==> src/rtl/kalman_frame_sched.sv <==
// Frame-rate sequencer feeding one measurement or coast value per frame to a Kalman core.
// Optional measurement gating against the last estimate is enabled by defining KALMAN_GATE_EN.
module kalman_frame_sched #(
  parameter int DISP_WIDTH = 11,
  parameter int MAX_COAST  = 3,
  parameter int TIMEOUT    = 32,
  parameter int GATE_DIST  = 64
) (
  input  logic                  clk,
  input  logic                  reset,
  input  logic                  frame_tick,
  input  logic                  meas_valid,
  input  logic [DISP_WIDTH-1:0] meas_x,
  input  logic [DISP_WIDTH-1:0] meas_y,
  output logic                  core_valid,
  input  logic                  core_ready,
  output logic [DISP_WIDTH-1:0] core_z_x,
  output logic [DISP_WIDTH-1:0] core_z_y,
  input  logic [DISP_WIDTH-1:0] core_x_new,
  input  logic [DISP_WIDTH-1:0] core_y_new,
  output logic [DISP_WIDTH-1:0] est_x,
  output logic [DISP_WIDTH-1:0] est_y,
  output logic                  est_valid,
  output logic                  coasting,
  output logic                  track_lost,
  output logic                  overrun,
  output logic                  timeout_err,
  output logic                  busy
);
  localparam int W   = DISP_WIDTH;
  localparam int WDW = $clog2(TIMEOUT + 1);
  localparam logic [3:0]     MAXC    = 4'(MAX_COAST);
  localparam logic [WDW-1:0] WD_LAST = WDW'(TIMEOUT - 1);

  typedef enum logic [2:0] {IDLE, ISSUE, WAIT_BUSY, WAIT_DONE, PUBLISH} state_t;
  state_t state, state_nx;

  logic           buf_full;
  logic [W-1:0]   buf_x, buf_y, sel_x, sel_y;
  logic [3:0]     coast_cnt;
  logic [WDW-1:0] wd_cnt;
  logic           have_meas, gate_rej, meas_ok;
  logic           take_meas, take_coast, go_lost, wd_fire;

  // A same-cycle measurement takes priority over the buffered one.
  assign have_meas = meas_valid | buf_full;
  assign sel_x     = meas_valid ? meas_x : buf_x;
  assign sel_y     = meas_valid ? meas_y : buf_y;

`ifdef KALMAN_GATE_EN
  localparam logic [W:0] GATE = (W+1)'(GATE_DIST);
  logic       est_seen;
  logic [W:0] dx, dy, ax, ay;
  assign dx = {1'b0, sel_x} - {1'b0, est_x};
  assign dy = {1'b0, sel_y} - {1'b0, est_y};
  assign ax = dx[W] ? -dx : dx;
  assign ay = dy[W] ? -dy : dy;
  assign gate_rej = est_seen && !track_lost && ((ax > GATE) || (ay > GATE));
`else
  assign gate_rej = 1'b0;
`endif

  assign meas_ok    = have_meas && !gate_rej;
  assign busy       = (state != IDLE);
  assign core_valid = (state == ISSUE) && core_ready;

  always_comb begin
    state_nx   = state;
    take_meas  = 1'b0;
    take_coast = 1'b0;
    go_lost    = 1'b0;
    wd_fire    = 1'b0;
    case (state)
      IDLE: if (frame_tick) begin
        if (meas_ok)                take_meas  = 1'b1;
        else if (!track_lost) begin
          if (coast_cnt < MAXC)     take_coast = 1'b1;
          else                      go_lost    = 1'b1;
        end
        if (take_meas || take_coast) state_nx = ISSUE;
      end
      ISSUE: if (core_ready) state_nx = WAIT_BUSY;
      WAIT_BUSY: begin
        if (!core_ready)              state_nx = WAIT_DONE;
        else if (wd_cnt == WD_LAST) begin wd_fire = 1'b1; state_nx = IDLE; end
      end
      WAIT_DONE: begin
        if (core_ready)               state_nx = PUBLISH;
        else if (wd_cnt == WD_LAST) begin wd_fire = 1'b1; state_nx = IDLE; end
      end
      PUBLISH: state_nx = IDLE;
      default: state_nx = IDLE;
    endcase
  end

  always_ff @(posedge clk) begin
    if (reset) begin
      state       <= IDLE;
      buf_full    <= 1'b0;
      buf_x       <= '0;
      buf_y       <= '0;
      coast_cnt   <= '0;
      wd_cnt      <= '0;
      core_z_x    <= '0;
      core_z_y    <= '0;
      est_x       <= '0;
      est_y       <= '0;
      est_valid   <= 1'b0;
      coasting    <= 1'b0;
      track_lost  <= 1'b0;
      overrun     <= 1'b0;
      timeout_err <= 1'b0;
`ifdef KALMAN_GATE_EN
      est_seen    <= 1'b0;
`endif
    end else begin
      state <= state_nx;
      if (meas_valid) begin
        buf_x <= meas_x;
        buf_y <= meas_y;
      end
      if (state == IDLE && state_nx != IDLE) buf_full <= 1'b0;
      else if (meas_valid)                   buf_full <= 1'b1;

      if (take_meas) begin
        core_z_x   <= sel_x;
        core_z_y   <= sel_y;
        coast_cnt  <= '0;
        coasting   <= 1'b0;
        track_lost <= 1'b0;
      end
      if (take_coast) begin
        core_z_x  <= est_x;
        core_z_y  <= est_y;
        coast_cnt <= coast_cnt + 4'd1;
        coasting  <= 1'b1;
      end
      if (go_lost) track_lost <= 1'b1;

      // Watchdog restarts on each entry to a wait state.
      if (state_nx != state && (state_nx == WAIT_BUSY || state_nx == WAIT_DONE))
        wd_cnt <= '0;
      else if (state == WAIT_BUSY || state == WAIT_DONE)
        wd_cnt <= wd_cnt + 1'b1;
      if (wd_fire) timeout_err <= 1'b1;

      est_valid <= (state == PUBLISH);
      if (state == PUBLISH) begin
        est_x <= core_x_new;
        est_y <= core_y_new;
`ifdef KALMAN_GATE_EN
        est_seen <= 1'b1;
`endif
      end
      if (frame_tick && state != IDLE) overrun <= 1'b1;
    end
  end
endmodule

==> config.mk <==
export PLATFORM = sky130hd
export DESIGN_NAME = kalman_frame_sched
export DESIGN_NICKNAME = d
export VERILOG_FILES = /design/src/rtl/kalman_frame_sched.sv
export SDC_FILE = /design/constraint.sdc
export NUM_CORES = 1
export LEC_CHECK = 0
export ABC_AREA = 1
export CORE_AREA = 2 2 100 83
export CTS_CLUSTER_DIAMETER = 80
export DETAILED_ROUTE_END_ITERATION = 6
export DIE_AREA = 0 0 102 85
export PLACE_DENSITY_LB_ADDON = 0.12
export SYNTH_ARGS = -nofsm -noshare
export SYNTH_HDL_FRONTEND = slang
export SYNTH_SLANG_ARGS = --single-unit
==> constraint.sdc <==
create_clock -name clk -period 1.8 [get_ports clk]
set_input_delay 0.36 -clock clk [delete_from_list [all_inputs] [get_ports clk]]
set_output_delay 0.36 -clock clk [all_outputs]
set_load 0.02 [all_outputs]
# After elaboration in Yosys (flattened, before gate mapping)
# Cells that the tools add are included.
[totals] register_bits=85 elab_cells=80 inputBits=49
[classes] reduce_logical=14 n_lt_le_gt_ge=1 bitwise_logic=1 n_eq_ne=8 muxes=39 add_sub_neg=2
[op_table] cell="$mux 11" n=6
[op_table] cell="$mux 1" n=23
[op_table] cell="$mux 3" n=6
[op_table] cell="$eq 3x2->1 const B" n=4
[op_table] cell="$pmux 3 s4" n=1
[op_table] cell="$mux 4" n=2
[op_table] cell="$add 6x1->6 const B" n=1
[op_table] cell="$eq 6x5->1 const B" n=1
[op_table] cell="$reduce_bool 3->1" n=2
[op_table] cell="$add 4x1->4 const B" n=1
[op_table] cell="$logic_and 1x1->1" n=4
[op_table] cell="$lt 4x2->1 const B" n=1
[op_table] cell="$reduce_bool 2->1" n=2
[op_table] cell="$reduce_or 2->1" n=2
[op_table] cell="$eq 3x1->1 const B" n=1
[op_table] cell="$eq 3x3->1 const B" n=1
[op_table] cell="$logic_not 3->1" n=1
[op_table] cell="$logic_or 1x1->1" n=3
[op_table] cell="$ne 3x3->1" n=1
[op_table] cell="$pmux 1 s2" n=1
[op_table] cell="$or 1x1->1" n=1

# Depth between registers and ports, before layout
# Gate-level depths: netlist of the first run.
[logic_depth] depth_word=14 depth_mapped=10 ltp_nobuf=9

# Least setup slack after synthesis of the first run
# OpenSTA, ideal clock, no wires.
[synth_timing] kind="register to register" start="register coast_cnt[0]" end="register core_z_x[1]" t_arrival_ns=1.340 n_path_buf=1 setup_slack_ns=0.341 required_time_ns=1.681 stages_incl_launch_ff=11 period_less_slack_ns=1.459 path_cell_list="dfxtp_1 > ha_1 > inv_1 > nand3_1 > inv_1 > nand2_4 > nor2_4 > inv_2 > buf_6 > nand2_1 > a21oi_1"
[synth_between] elab_chain_len=9
[synth_rtl] element="from (decl)" line="40" source="logic [3:0] coast_cnt;"
[synth_rtl] element="from (signal assigned)" line="135" source="coast_cnt <= coast_cnt + 4'd1;"
[synth_rtl] element="$lt 4x2->1 *" line="77" source="if (coast_cnt < MAXC) take_coast = 1'b1;"
[synth_rtl] element="$mux 1 *" line="77"
[synth_rtl] element="$mux 1 *" line="76" source="else if (!track_lost) begin"
[synth_rtl] element="$mux 1 *" line="75" source="if (meas_ok) take_meas = 1'b1;"
[synth_rtl] element="$mux 1 *" line="74" source="IDLE: if (frame_tick) begin"
[synth_rtl] element="$mux 1 *" line="73" source="case (state)"
[synth_rtl] element="$mux 1 *" line="74"
[synth_rtl] element="$mux 1 *" line="73"
[synth_rtl] element="$mux 11 or $reduce_bool 2->1 (tied branches)"
[synth_rtl] element="to (signal assigned)" line="126" source="core_z_x <= sel_x;"
[synth_rtl] element="to (signal assigned)" line="133" source="core_z_x <= est_x;"
[synth_rtl] element="to (decl)" line="17" source="output logic [DISP_WIDTH-1:0] core_z_x,"
# Mark *: on every way between the ends. The rest lies on a longest branch, timed or not. The select of a mux whose other input is x is not followed.
# A chain may end at the register's enable or synchronous reset.

# Final worst setup path of the first run
[layout_timing] start="register est_x[2]" end="output est_x[2]"
[layout_lines] element="from (decl)" line="21" source="output logic [DISP_WIDTH-1:0] est_x,"
[layout_lines] element="from (signal assigned)" line="149" source="est_x <= core_x_new;"
# No word-level cell between the ends.

==> results.cfg, run 1 <==
[run_status]
status = completed

[layout]
stdcell_count = 690
fillerInstances = 702
nNetsFinal = 628
antenna_cells = 0
design_area_mm2 = 0.00498
final_util_pct = 64.8
area_growth_pct = 39.0
drive_above_1_share_pct = 8.59

[floorplan]
start_util_pct = 46.6
io_pins = 100
core_area_mm2 = 0.00769
die_h_um = 85
fp-row-count = 29
dieArea_mm2 = 0.00867
die_x_um = 102

[critical_path]
crit_type = flop to primary output
crit_path_max_fanout = 3
rr_endpoint = core_z_y[10]
critPathBufInv = 1
cp-start-kind = flop
cp.arrival_ps = 1370
worstPathCellList = clkdlybuf4s50_1
r2r_cells = 9
cp-end-kind = primary output
path_delay_family = buffers and inverters
required_ps = 1440
ff2ff_setup_slack_ps = 210
crit_slowest_cell = clkdlybuf4s50_1
slowest_delay_ps = 630
r2r-start = coast_cnt[0]

[pwr]
power_leakage_nw = 2.16
power.total_w = 0.00429
ir_drop_mv = 0.510
p_per_area_mw_per_mm2 = 860

[grt]
grt_usage_pct = 20.6
grt_pass1_wl_um = 14200
grt_overflow = 0
grt_max_degree = 42
grt_pass1_vias = 3178
antenna_found_initial = 0

[place]
place_hpwl_um = 6340
dp.cells = 674
placed_cell_area_mm2 = 0.00478
placement.io_buffers = 99
gp_congestion = 0.841

[cts]
clk_pin_slew_ps = 80
cts-buffers-inserted = 9
clock_sinks = 85
clock_latency_ps = 350
postCtsSetupBuffers = 0
cts_tree = yes
ctsHoldBuffers = 0
cts_buffer_depth = 2
htreeDepth = 3
cts_root_buf = clkbuf_8

[run]
max_cap_violations = 0

[route]
vias = 3303
drt_wl_total_um = 8590
drt-met1-wl_um = 3900
drt_pre_antenna_iters = 4
drt-initial-drc-count = 86
post-route-drc-count = 0
top_layer = met4
wire_per_inst_um = 12.4
drtAntennaViolNets = 0
met3_length_um = 381
viasPerCell = 4.79
wl_met2_um = 4190

[synthesis]
synthCells = 470
synth_area_mm2 = 0.00359
synth_nets = 521
synth_cell_type_count = 29
synth_seq_area_share_pct = 47.5
yosys_warnings = 0
synth-seq-cells = 85
synth_area_per_cell_um2 = 7.63

[min_path]
hold_path.class = flop to flop
hold_path_end = coast_cnt[2]
hold_depth = 2
worstHoldStart = coast_cnt[2]

[sta]
setup_viol = 0
slew_headroom_pct = 68.4
setup_tns_ps = 0
fmax_mhz = 578
rsz0062_at_grt = no
fin_crit_sh_pct = 96.2
hold_violations = 0
finalCriticalPeriod_ps = 1730
worst_pin_slew_ps = 473
finClkSkew_ps = 12.0
maxSlewViolCount = 0
-- worst max path at each step --
stage | cells after the start | slack [ps] | to | from
floorplan | 10 | 340 | core_z_x[1] | coast_cnt[0]
CTS | 1 | 50 | est_y[10] | est_y[10]
finish | 1 | 70 | est_x[2] | est_x[2]
global route | 8 | 20 | wd_cnt[1] | state[2]
global placement | 4 | -140 | core_valid | core_ready
detailed placement | 4 | -150 | core_valid | core_ready
-- sequential cells by signal (all words and copies together) (netlist names) --
signal       cells
wd_cnt           6
core_z_x        11
track_lost       1
buf_full         1
coasting         1
est_valid        1
core_z_y        11
coast_cnt        4
buf_x           11
state            3
est_x           11
timeout_err      1
est_y           11
buf_y           11
overrun          1
-- cell type report --
class,instances,area [um^2],share of cell area [%]
Tap cell,108,135,2.71
Multi-Input combinational cell,303,1520,30.4
Sequential cell,85,1700,34.2
Inverter,59,226,4.54
Clock inverter,5,60.1,1.20
Timing Repair Buffer,119,1200,24.1
Clock buffer,11,141,2.84
-- synth_stat cells, drive strengths merged --
| cell | instances | area, um^2 |
|---|---|---|
| dfxtp | 85 | 1700 |
| nor2 | 79 | 343 |
| nand2 | 76 | 319 |
| inv | 59 | 226 |
| o21ai | 51 | 255 |
| a21oi | 36 | 180 |
| nand3 | 34 | 183 |
| buf | 15 | 110 |
| mux2i | 10 | 100 |
| clkbuf | 8 | 30.0 |
| nand3b | 5 | 37.5 |
| xor2 | 5 | 43.8 |
| ha | 2 | 25.0 |
| nor3 | 2 | 10.0 |
| a31oi | 1 | 6.26 |
| o211ai | 1 | 7.51 |
| o21a | 1 | 7.51 |
-- where the power goes --
part	total (W)	leakage [nW]	switching [W]	internal [W]
clock	0.00134	0.0995	0.000659	0.000682
combinational	0.000889	1.36	0.000469	0.000420
sequential	0.00206	0.696	0.0000643	0.00199
total	0.00429	2.16	0.00119	0.00310
-- through the flow --
stage	hold slack, ps	worst slack (ps)
CTS	446	55.0
floorplan	417	341
detailed placement	432	-150
global route	477	21.9
global placement	426	-141
finish	448	69.1
-- placed cells by master (no fill, tap or decap), drive strengths merged --
master	n
a21oi	36
a31oi	1
buf	20
bufinv	1
clkbuf	11
clkdlybuf4s50	97
clkinv	3
clkinvlp	1
dfxtp	85
dlygate4sd2	2
ha	2
inv	59
mux2i	10
nand2	76
nand3	34
nand3b	5
nor2	79
nor3	2
o211ai	1
o21a	1
o21ai	51
xor2	5
-- metal layers --
metal  track usage, %  up-vias
met1             25.7     1523
met3             4.78       10
met4             5.70        0
met5                0        -
met2             35.8       71
li1                 -     1699
-- logic make-up after synthesis --
family          share of synthesized area, %
fa+ha+maj                              0.698
flops                                   47.5
xor+xnor                                1.22
simple gates                            24.9
buf+inv                                 10.2
mux                                     2.79
compound gates                          12.7
-- timing repair --
action | 4_1_cts | 5_1_grt
resized for setup | 2 | 1
endpoints found under the setup margin | 2 | 1
pin swaps | 0 | 0
Power figures use the tool's default switching activity.
==> run 2, diff against run 1 <==
Settings changed: PLACE_DENSITY set to 0.87, PLACE_DENSITY_LB_ADDON 0.12 to not set.
==> run 2 against run 1 <==
Effect of this change: register-to-register slack got worse by 20 ps; global-route usage about the same; clock-buffer cell count unchanged; first-iteration DRC count increased by 47%; sequential power about the same; critical path depth unchanged; power increased by 3.9%; cell count decreased by 0.58%; core utilization decreased by 0.29 points; critical path type unchanged.
==> results.cfg, run 2 (synthesis results as in run 1) <==
[pwr]
ir_drop_mv = 0.576
p_per_area_mw_per_mm2 = 898
power_leakage_nw = 2.15

[route]
vias = 3338
post-route-drc-count = 0
drt_pre_antenna_iters = 4
top_layer = met4
drt-initial-drc-count = 126
drt_wl_total_um = 8760
wl_met2_um = 4480
drt-met1-wl_um = 3620
wire_per_inst_um = 12.8
met3_length_um = 591
viasPerCell = 4.87
drtAntennaViolNets = 0

[grt]
grt_max_degree = 38
grt_usage_pct = 20.7
grt_pass1_wl_um = 14200
antenna_found_initial = 0
grt_pass1_vias = 3222
grt_overflow = 0

[cts]
cts_root_buf = clkbuf_8
cts.repair.resized = 3
clock_latency_ps = 350
cts_buffer_depth = 2
ctsHoldBuffers = 0
htreeDepth = 3
postCtsSetupBuffers = 0
cts_tree = yes
cts-buffers-inserted = 9
clk_pin_slew_ps = 80
clock_sinks = 85

[sta]
rsz0062_at_grt = no
fin_crit_sh_pct = 95.4
finalCriticalPeriod_ps = 1720
slew_headroom_pct = 67.7
hold_violations = 0
setup_viol = 0
fmax_mhz = 582
maxSlewViolCount = 0
finClkSkew_ps = 8.62
worst_pin_slew_ps = 484
fin_hold_ws_ps = 461

[layout]
nNetsFinal = 624
drive_above_1_share_pct = 8.13
final_common_cell = clkdlybuf4s50_1
stdcell_count = 686
final_util_pct = 64.5
design_area_mm2 = 0.00496
area_growth_pct = 38.4
antenna_cells = 0
final_cell_mix = clkdlybuf4s50_1 (97), dfxtp_1 (84), nor2_1 (74)

[critical_path]
cp.arrival_ps = 1360
crit_path_max_fanout = 3
crit_slowest_cell = clkdlybuf4s50_1
cp-end-kind = primary output
worstPathCellList = clkdlybuf4s50_1
cp_num_cells = 1
cp-start-kind = flop
slowest_delay_ps = 620
crit_type = flop to primary output
path_delay_family = buffers and inverters
r2r_cells = 9
required_ps = 1440
critPathBufInv = 1

[floorplan]
die_h_um = 85
io_pins = 100
die_x_um = 102
start_util_pct = 46.6
dieArea_mm2 = 0.00867
core_area_mm2 = 0.00769
fp-row-count = 29

[run]
max_cap_violations = 0

[min_path]
hold_path.class = flop to flop
hold_depth = 2

[run_status]
status = completed

[place]
placed_cell_area_mm2 = 0.00473
place_hpwl_um = 6610
placement.io_buffers = 99
dp.cells = 670
gp_congestion = 0.901
[run 2: cell count changes in the layout (fill, tap and decap cells not counted)]
| cell | change |
|---|---|
| buf_4 | -2 |
| clkinvlp_4 | -1 |
| buf_12 | -2 |
| clkbuf_8 | +1 |
| bufinv_16 | +1 |
| clkbuf_1 | -1 |
[run 2: routing by layer]
metal	vias to the layer above	global-route usage, %
met3	9	6.26
met1	1529	23.6
li1	1696	-
met4	0	5.94
met5	-	0
met2	104	37.1
[run 2: where the power goes]
part	switching, W	internal [W]
registers	0.0000632	0.00199
logic	0.000470	0.000408
clock network	0.000661	0.000860
[run 2: final timing paths]
| check | startpoint | endpoint | slack, ps |
|---|---|---|---|
| setup / recovery | est_x[2] | est_x[2] | 80 |
| hold / removal | coast_cnt[2] | coast_cnt[2] | 460 |
| setup reg to reg | coast_cnt[0] | core_z_y[9] | 190 |
| hold reg to reg | coast_cnt[2] | coast_cnt[2] | 460 |
[run 2: final cells by class]
| type | count | area [um^2] |
|---|---|---|
| inverters | 59 | 226 |
| multi-input cells | 303 | 1520 |
| clock inverters | 5 | 82.6 |
| repair buffers | 115 | 1150 |
| flip-flops and latches | 85 | 1700 |
| well taps | 108 | 135 |
| clock buffers | 11 | 151 |
| fillers | 667 | 2730 |
[run 2: metrics by stage]
stage               setup WS, ps  TNS [ps]  power (W)
floorplan                    341         0    0.00260
global placement            -147      -147    0.00295
detailed placement          -137      -196    0.00298
CTS                         60.1         0    0.00449
global route                4.47         0    0.00467
finish                      82.2         0    0.00445
